File: config.mk
export PLATFORM = sky130hd
export DESIGN_NAME = control_sequencer
export DESIGN_NICKNAME = d
export VERILOG_FILES = /design/src/rtl/edic_ctrl_pkg.sv /design/src/rtl/control_decode.sv /design/src/rtl/control_sequencer.sv
export SDC_FILE = /design/constraint.sdc
export NUM_CORES = 1
export LEC_CHECK = 0
export ABC_AREA = 1
export CAP_MARGIN = 40
export CORE_ASPECT_RATIO = 1.4
export CORE_UTILIZATION = 43
export DETAILED_ROUTE_END_ITERATION = 16
export PLACE_DENSITY = 0.87
export SETUP_SLACK_MARGIN = 0.15
export SLEW_MARGIN = 25
export SYNTH_ARGS = -nofsm -noshare
export SYNTH_HDL_FRONTEND = slang
export SYNTH_SLANG_ARGS = --single-unit
File: constraint.sdc
create_clock -name i_clk -period 1.9 [get_ports i_clk]
set_clock_uncertainty 0.15 [all_clocks]
set_input_delay 0.38 -clock i_clk [delete_from_list [all_inputs] [get_ports i_clk]]
set_output_delay 0.38 -clock i_clk [all_outputs]
set_load 0.05 [all_outputs]
File: src/rtl/edic_ctrl_pkg.sv
// Shared types for the EDIC control sequencer: opcodes, FSM states,
// jump conditions, instruction-field bit positions and the control bundle.
package edic_ctrl_pkg;

  typedef enum logic [2:0] {
    OP_NOP = 3'b000,
    OP_LDI = 3'b001,
    OP_ALU = 3'b010,
    OP_ST  = 3'b011,
    OP_LD  = 3'b100,
    OP_JMP = 3'b101,
    OP_JCC = 3'b110,
    OP_HLT = 3'b111
  } opcode_e;

  typedef enum logic [2:0] {
    S_FETCH0 = 3'd0,
    S_FETCH1 = 3'd1,
    S_EXEC0  = 3'd2,
    S_EXEC1  = 3'd3,
    S_EXEC2  = 3'd4,
    S_HALT   = 3'd5
  } state_e;

  typedef enum logic [1:0] {
    COND_Z  = 2'b00,
    COND_NZ = 2'b01,
    COND_N  = 2'b10,
    COND_NN = 2'b11
  } cond_e;

  // Instruction register field positions
  localparam int unsigned IR_OP_MSB = 7;
  localparam int unsigned IR_OP_LSB = 5;
  localparam int unsigned IR_RD     = 4;
  localparam int unsigned IR_RS     = 3;
  localparam int unsigned IR_SUB    = 2;
  localparam int unsigned IR_FN_MSB = 1;
  localparam int unsigned IR_FN_LSB = 0;

  // ALU function code that selects the shifter; IR[2] then means shift-left
  localparam logic [1:0] ALU_FN_SHIFT = 2'b11;

  typedef struct packed {
    logic       aluOE;
    logic       aluSub;
    logic [1:0] aluOp;
    logic       aluBWr;
    logic       aluShiftLeft;
    logic       aluSel;
    logic       regWr0;
    logic       regWr1;
    logic       regBusSel;
    logic       regBusEn;
    logic       ramAddressEn;
    logic       ramWriteEn;
    logic       ramReadDataSelect;
    logic       ramOE;
    logic       loadPC;
    logic       incrPC;
    logic       pcOe;
  } ctrl_t;

  function automatic opcode_e irOpcode(input logic [7:0] ir);
    return opcode_e'(ir[IR_OP_MSB:IR_OP_LSB]);
  endfunction

  function automatic logic condMet(input cond_e c, input logic n, input logic z);
    case (c)
      COND_Z:  return z;
      COND_NZ: return !z;
      COND_N:  return n;
      default: return !n;
    endcase
  endfunction

endpackage

File: src/rtl/control_decode.sv
// Moore decode of sequencer state + instruction register into datapath
// control strobes. Purely combinational.
import edic_ctrl_pkg::*;

module control_decode (
  input  state_e     i_state,
  input  logic [7:0] i_ir,
  input  logic       i_flagN,
  input  logic       i_flagZ,
  output ctrl_t      o_ctrl,
  output logic       o_halted
);

  opcode_e    op;
  logic       rd;
  logic       rs;
  logic       sub;
  logic [1:0] fn;
  logic       jccTaken;

  assign op       = irOpcode(i_ir);
  assign rd       = i_ir[IR_RD];
  assign rs       = i_ir[IR_RS];
  assign sub      = i_ir[IR_SUB];
  assign fn       = i_ir[IR_FN_MSB:IR_FN_LSB];
  assign jccTaken = condMet(cond_e'(fn), i_flagN, i_flagZ);

  // Per-state, per-opcode control strobes; everything idles low by default
  always_comb begin
    o_ctrl   = '0;
    o_halted = 1'b0;
    case (i_state)
      S_FETCH0: begin
        o_ctrl.pcOe         = 1'b1;
        o_ctrl.ramAddressEn = 1'b1;
      end
      S_FETCH1: begin
        o_ctrl.ramReadDataSelect = 1'b1;
        o_ctrl.ramOE             = 1'b1;
        o_ctrl.incrPC            = 1'b1;
      end
      S_EXEC0: begin
        case (op)
          OP_LDI, OP_JMP, OP_JCC: begin
            o_ctrl.pcOe         = 1'b1;
            o_ctrl.ramAddressEn = 1'b1;
          end
          OP_ALU: begin
            o_ctrl.regBusSel = rs;
            o_ctrl.regBusEn  = 1'b1;
            o_ctrl.aluBWr    = 1'b1;
          end
          OP_ST, OP_LD: begin
            o_ctrl.regBusSel    = rs;
            o_ctrl.regBusEn     = 1'b1;
            o_ctrl.ramAddressEn = 1'b1;
          end
          default: ;
        endcase
      end
      S_EXEC1: begin
        case (op)
          OP_LDI: begin
            o_ctrl.ramReadDataSelect = 1'b1;
            o_ctrl.ramOE             = 1'b1;
            o_ctrl.regWr0            = !rd;
            o_ctrl.regWr1            = rd;
            o_ctrl.incrPC            = 1'b1;
          end
          OP_JMP: begin
            o_ctrl.ramReadDataSelect = 1'b1;
            o_ctrl.ramOE             = 1'b1;
            o_ctrl.loadPC            = 1'b1;
          end
          OP_JCC: begin
            o_ctrl.ramReadDataSelect = 1'b1;
            o_ctrl.ramOE             = 1'b1;
            o_ctrl.loadPC            = jccTaken;
            o_ctrl.incrPC            = !jccTaken;
          end
          OP_ALU: begin
            o_ctrl.aluSel       = rd;
            o_ctrl.aluOp        = fn;
            o_ctrl.aluSub       = sub & (fn != ALU_FN_SHIFT);
            o_ctrl.aluShiftLeft = sub & (fn == ALU_FN_SHIFT);
          end
          OP_ST: begin
            o_ctrl.regBusSel  = !rs;
            o_ctrl.regBusEn   = 1'b1;
            o_ctrl.ramWriteEn = 1'b1;
          end
          OP_LD: begin
            o_ctrl.ramReadDataSelect = 1'b1;
            o_ctrl.ramOE             = 1'b1;
            o_ctrl.regWr0            = !rd;
            o_ctrl.regWr1            = rd;
          end
          default: ;
        endcase
      end
      S_EXEC2: begin
        if (op == OP_ALU) begin
          o_ctrl.aluSel       = rd;
          o_ctrl.aluOp        = fn;
          o_ctrl.aluSub       = sub & (fn != ALU_FN_SHIFT);
          o_ctrl.aluShiftLeft = sub & (fn == ALU_FN_SHIFT);
          o_ctrl.aluOE        = 1'b1;
          o_ctrl.regWr0       = !rd;
          o_ctrl.regWr1       = rd;
        end
      end
      S_HALT: o_halted = 1'b1;
      default: ;
    endcase
  end

endmodule

File: src/rtl/control_sequencer.sv
// EDIC control sequencer: fetch/execute FSM, instruction register and
// optional ALU flag latch. Define CTRL_SEQ_FLAG_LATCH_EN to make JCC test
// flags captured at the end of the last ALU instruction instead of the
// live ALU flag inputs.
import edic_ctrl_pkg::*;

module control_sequencer (
  input  logic       i_clk,
  input  logic       i_nReset,
  input  logic [7:0] i_bus,
  input  logic       i_aluFlagN,
  input  logic       i_aluFlagZ,
  output logic       o_halted,
  output logic       o_ctrlAluOE,
  output logic       o_ctrlAluSub,
  output logic [1:0] o_ctrlAluOp,
  output logic       o_ctrlAluBWr,
  output logic       o_ctrlAluShiftLeft,
  output logic       o_ctrlAluSel,
  output logic       o_ctrlRegWr0,
  output logic       o_ctrlRegWr1,
  output logic       o_ctrlRegBusSel,
  output logic       o_ctrlRegBusEn,
  output logic       o_ctrlRamAddressEn,
  output logic       o_ctrlRamWriteEn,
  output logic       o_ctrlRamReadDataSelect,
  output logic       o_ctrlRamOE,
  output logic       o_ctrlLoadPC,
  output logic       o_ctrlIncrPC,
  output logic       o_ctrlPCOe
);

  state_e     state;
  state_e     stateNext;
  logic [7:0] ir;
  logic       flagN;
  logic       flagZ;
  ctrl_t      ctrlDec;
  ctrl_t      ctrlOut;
  logic       haltedDec;

  // State register
  always_ff @(posedge i_clk or negedge i_nReset) begin
    if (!i_nReset) state <= S_FETCH0;
    else           state <= stateNext;
  end

  // Instruction register loads the opcode byte at the end of FETCH1
  always_ff @(posedge i_clk or negedge i_nReset) begin
    if (!i_nReset)               ir <= '0;
    else if (state == S_FETCH1)  ir <= i_bus;
  end

  // Next-state; FETCH1 routes on the byte on the bus since IR loads at the same edge
  always_comb begin
    stateNext = state;
    case (state)
      S_FETCH0: stateNext = S_FETCH1;
      S_FETCH1: begin
        case (irOpcode(i_bus))
          OP_HLT:  stateNext = S_HALT;
          OP_NOP:  stateNext = S_FETCH0;
          default: stateNext = S_EXEC0;
        endcase
      end
      S_EXEC0: stateNext = S_EXEC1;
      S_EXEC1: stateNext = (irOpcode(ir) == OP_ALU) ? S_EXEC2 : S_FETCH0;
      S_EXEC2: stateNext = S_FETCH0;
      S_HALT:  stateNext = S_HALT;
      default: stateNext = S_FETCH0;
    endcase
  end

`ifdef CTRL_SEQ_FLAG_LATCH_EN
  logic [1:0] flagReg;

  // {N,Z} captured at the close of the ALU write-back cycle
  always_ff @(posedge i_clk or negedge i_nReset) begin
    if (!i_nReset)
      flagReg <= '0;
    else if (state == S_EXEC2 && irOpcode(ir) == OP_ALU)
      flagReg <= {i_aluFlagN, i_aluFlagZ};
  end

  assign flagN = flagReg[1];
  assign flagZ = flagReg[0];
`else
  assign flagN = i_aluFlagN;
  assign flagZ = i_aluFlagZ;
`endif

  control_decode uDecode (
    .i_state  (state),
    .i_ir     (ir),
    .i_flagN  (flagN),
    .i_flagZ  (flagZ),
    .o_ctrl   (ctrlDec),
    .o_halted (haltedDec)
  );

  // Reset state is FETCH0, whose decode drives PCOe; gating with the reset
  // pin keeps every strobe low for as long as reset is held.
  assign ctrlOut  = i_nReset ? ctrlDec : '0;
  assign o_halted = i_nReset & haltedDec;

  assign o_ctrlAluOE             = ctrlOut.aluOE;
  assign o_ctrlAluSub            = ctrlOut.aluSub;
  assign o_ctrlAluOp             = ctrlOut.aluOp;
  assign o_ctrlAluBWr            = ctrlOut.aluBWr;
  assign o_ctrlAluShiftLeft      = ctrlOut.aluShiftLeft;
  assign o_ctrlAluSel            = ctrlOut.aluSel;
  assign o_ctrlRegWr0            = ctrlOut.regWr0;
  assign o_ctrlRegWr1            = ctrlOut.regWr1;
  assign o_ctrlRegBusSel         = ctrlOut.regBusSel;
  assign o_ctrlRegBusEn          = ctrlOut.regBusEn;
  assign o_ctrlRamAddressEn      = ctrlOut.ramAddressEn;
  assign o_ctrlRamWriteEn        = ctrlOut.ramWriteEn;
  assign o_ctrlRamReadDataSelect = ctrlOut.ramReadDataSelect;
  assign o_ctrlRamOE             = ctrlOut.ramOE;
  assign o_ctrlLoadPC            = ctrlOut.loadPC;
  assign o_ctrlIncrPC            = ctrlOut.incrPC;
  assign o_ctrlPCOe              = ctrlOut.pcOe;

endmodule

==> results of run 1 <==
cell usage after synthesis (all sizes together):
master	n	area, µm²
a21oi	3	15.0
a21boi	2	15.0
nand4	1	6.26
buf	3	32.5
nor2	21	93.8
dfrtp	11	275
o21ai	10	68.8
nor3	5	25.0
o211ai	1	7.51
nand2	37	151
and3	1	6.26
nand3	10	55.1
o31ai	1	7.51
inv	21	83.8
o22ai	1	6.26
metrics by stage:
| step | setup TNS, ns | utilization [%] | hold slack, ns | cell area [µm²] |
|---|---|---|---|---|
| detailed placement | -3.61 | 85.6 | 0.362 | 1540 |
| global placement | -2.77 | 85.6 | 0.319 | 1540 |
| floorplan | 0 | - | -0.0656 | 1010 |
cells by family after synthesis:
family / Yosys count / share of synthesized area [%]
simple gates: 75 / 39.8
buf+inv: 24 / 13.7
compound gates: 18 / 14.1
flops: 11 / 32.4
==> flow_metrics.py, run 1 <==
metrics = {
    "clocking": {
        "cts-resized-gates": 49,
        "clock_path_buffers": 2,
        "clock_tree.root_cell": "clkbuf_4",
        "post-cts-setup-buffer-count": 16,
        "cts_sinks": 11,
        "cts_buffers": 3,
        "htreeDepth": 1,
        "ctsHoldBuffers": 0,
    },
    "placed_design": {
        "gp_congestion": 0.830,
        "placed_cells": 183,
        "post-place-ws_ns": -0.273,
        "port_buffers": 30,
        "dpl.hpwl_um": 2140,
    },
    "floorplan": {
        "num_rows": 18,
        "io_pins": 31,
        "start_util_pct": 47.2,
        "die_h_um": 54.6,
        "die_x_um": 39.6,
    },
    "outcome": {
        "lastStage": "4_1_cts",
        "firstError": "[ERROR DPL-0038] Utilization greater than 100%, impossible to legalize",
        "status": "stopped before the end",
    },
    "logic_synthesis": {
        "ys_ff_latch": 11,
        "avgSynthCellArea_um2": 6.64,
        "synth.net_count": 140,
        "synthCells": 128,
        "yosysWarnings": 0,
        "syn_area_um2": 850,
        "ys_seq_area_share_pct": 32.4,
        "ys_types": 26,
    },
}
==> run 2, diff against run 1 <==
- CORE_AREA: not set -> 2 2 63 65
- CORE_ASPECT_RATIO: 1.4 -> not set
- CORE_UTILIZATION: 43 -> not set
- DIE_AREA: not set -> 0 0 65 67
- PLACE_DENSITY: 0.87 -> not set
- PLACE_DENSITY_LB_ADDON: not set -> 0.15
- SETUP_SLACK_MARGIN: 0.15 -> not set
==> flow_metrics.py, run 2 <==
metrics = {
    "outcome": {
        "status": "complete, but fails checks",
        "violations": "negative setup slack",
    },
    "placed_design": {
        "dpl.hpwl_um": 2070,
        "port_buffers": 30,
        "post-place-ws_ns": -0.296,
        "gp_congestion": 0.784,
        "placed_cell_area_mm2": 0.00152,
        "placed_cells": 216,
    },
    "finish": {
        "drive_above_1_share_pct": 63.9,
        "instances_no_fill": 242,
        "syn2layout_area_growth_pct": 132,
        "nFillCells": 320,
        "reg_top3": "ir (8), state (3)",
        "fin_nets": 207,
        "layout_common_cells": "nand2_1, buf_4, buf_12",
        "antenna_cells": 0,
        "top_register": "ir",
        "largest_reg_flops": 8,
        "finalInstanceArea_mm2": 0.00197,
    },
    "pwr": {
        "ir_drop_mv": 0.642,
        "powerDensity_mw_per_mm2": 1520,
        "p_leak_uw": 0.000851,
        "power_uw": 3000,
    },
    "drt": {
        "wl_met1_um": 1240,
        "ant_nets": 0,
        "wl_um": 3020,
        "drcViolationCount": 0,
        "wl_per_cell_um": 12.5,
        "wl_met2_um": 1630,
        "firstDrtPassIters": 5,
        "wl_met3_um": 69,
        "drtIter0Drc": 16,
        "via_count": 1103,
        "via_per_inst": 4.56,
        "top_layer": "met4",
    },
    "sta": {
        "worstMarginPinSlew_ns": 0.256,
        "fin_ws_ns": -0.146,
        "hold_viol": 0,
        "tns_ns": -1.18,
        "max_freq_ghz": 0.489,
        "slew_headroom_pct": 82.8,
        "maxSlewViolCount": 0,
        "min_period_ns": 2.05,
        "finalCritPeriodShare_pct": 108,
        "rsz0062_at_grt": "yes",
        "setup_viol_count_final": 15,
    },
    "logic_synthesis": {
        "synthCells": 128,
        "avgSynthCellArea_um2": 6.64,
        "synthTopCellsByCount": "nand2_1, nor2_1, inv_1, dfrtp_1, nand3_1",
        "synth-edff-count": 0,
        "synth_ff_type": "dfrtp_1",
        "synth_top_area_cell": "dfrtp_1",
        "ys_seq_area_share_pct": 32.4,
        "ys_async_sr_fraction_pct": 100,
        "yosysWarnings": 0,
        "synth_area_leaders": "dfrtp_1, nand2_1, nor2_1",
        "ys_types": 26,
        "ys_ff_latch": 11,
        "synth_top_area_share_pct": 32.4,
        "syn_area_um2": 850,
        "yosysMostFrequentCell": "nand2_1",
        "synth.net_count": 140,
    },
    "floorplan": {
        "num_rows": 22,
        "dieArea_mm2": 0.00436,
        "coreArea_mm2": 0.00361,
        "io_pins": 31,
        "die_h_um": 67,
        "die_x_um": 65,
        "start_util_pct": 23.6,
    },
    "setup_path": {
        "critical_path_buf_inv_count": 3,
        "path_cells": "inv_2 -> nand2_4 -> nor2_4 -> buf_6 -> nand4_1 -> nor2_2 -> buf_12",
        "required_ns": 1.37,
        "cpLargestDelayFamily": "simple AND/OR/NAND/NOR gates",
        "crit_fanout": 4,
        "worstSetupStartpointType": "register",
        "cpMaxStageDelayCell": "dfrtp_1",
        "end_kind": "primary output",
        "crit_arrival_ns": 1.52,
        "path_class": "reg2out",
        "critical_path.max_stage_delay_ns": 0.38,
    },
    "clocking": {
        "htreeDepth": 1,
        "clock_path_buffers": 2,
        "clock_tree.root_cell": "clkbuf_8",
        "ctsHoldBuffers": 0,
        "cts_sinks": 11,
        "cts_buffers": 3,
        "clk_pin_slew_ns": 0.05,
        "clk_latency_ns": 0.23,
        "cts_tree": "done",
    },
    "global_routing": {
        "grt_pass1_wl_um": 5170,
        "grt_pass1_vias": 1140,
        "overflow": 0,
        "grt_max_degree": 15,
        "grt_usage_pct": 15.4,
        "antenna_found_initial": 0,
    },
    "min_path": {
        "hold_class": "in2async",
    },
    "run": {
        "max_cap_violations": 0,
    },
}
-- run 2: metal layers --
metal	vias up	global-route usage, %
met5	-	0
met4	0	8.24
met3	8	1.18
met2	22	27.6
met1	530	18.3
li1	543	-
-- run 2: area by class of cell --
cell class              count  area, µm²  area share, %
repair buffers             65        782           39.7
well taps                  48       60.1           3.05
clock buffers               4       45.0           2.29
flip-flops and latches     11        282           14.3
multi-input cells          93        712           36.1
inverters                  21       88.8           4.51
-- run 2: timing repair --
action / in CTS / in global routing
pin swaps: 17 / 7
buffers inserted: 17 / 5
setup endpoints to repair: 19 / 19
resized for setup: 66 / 9
-- run 2: path summary, 6_finish.rpt --
check / start / endpoint / slack (ns) / cells after the start
setup / recovery: ir[7] / o_ctrlAluSub / -0.15 / 7
hold / removal: i_nReset / ir[3] / 0.08 / 2
setup reg to reg: state[0] / state[1] / 0.41 / 8
hold reg to reg: ir[2] / ir[2] / 0.34 / 2
max in group asynchronous: i_nReset / ir[5] / 1.18 / 3
min in group i_clk: ir[2] / ir[2] / 0.34 / 2
-- run 2: through the flow --
| stage | hold WS [ns] | util (%) |
|---|---|---|
| finish | 0.0797 | 54.6 |
| global route | 0.0898 | 54.6 |
| CTS | 0.0748 | 52.5 |
| detailed placement | 0.335 | 42.1 |
| global placement | 0.339 | 42.1 |
| floorplan | -0.0656 | - |
-- run 2: cells by family (layout without fill, tap and decap cells) --
family	after synthesis	in the layout	synth area share, %
buf+inv	24	90	13.7
compound gates	18	18	14.1
simple gates	75	75	39.8
flops	11	11	32.4
-- run 2: where the power goes --
part	internal, µW	switching, µW	leakage [µW]
logic	1000	1240	0.000698
registers	363	161	0.000130
clock network	147	81.3	0.0000228
(Power assumes the default switching activity.)
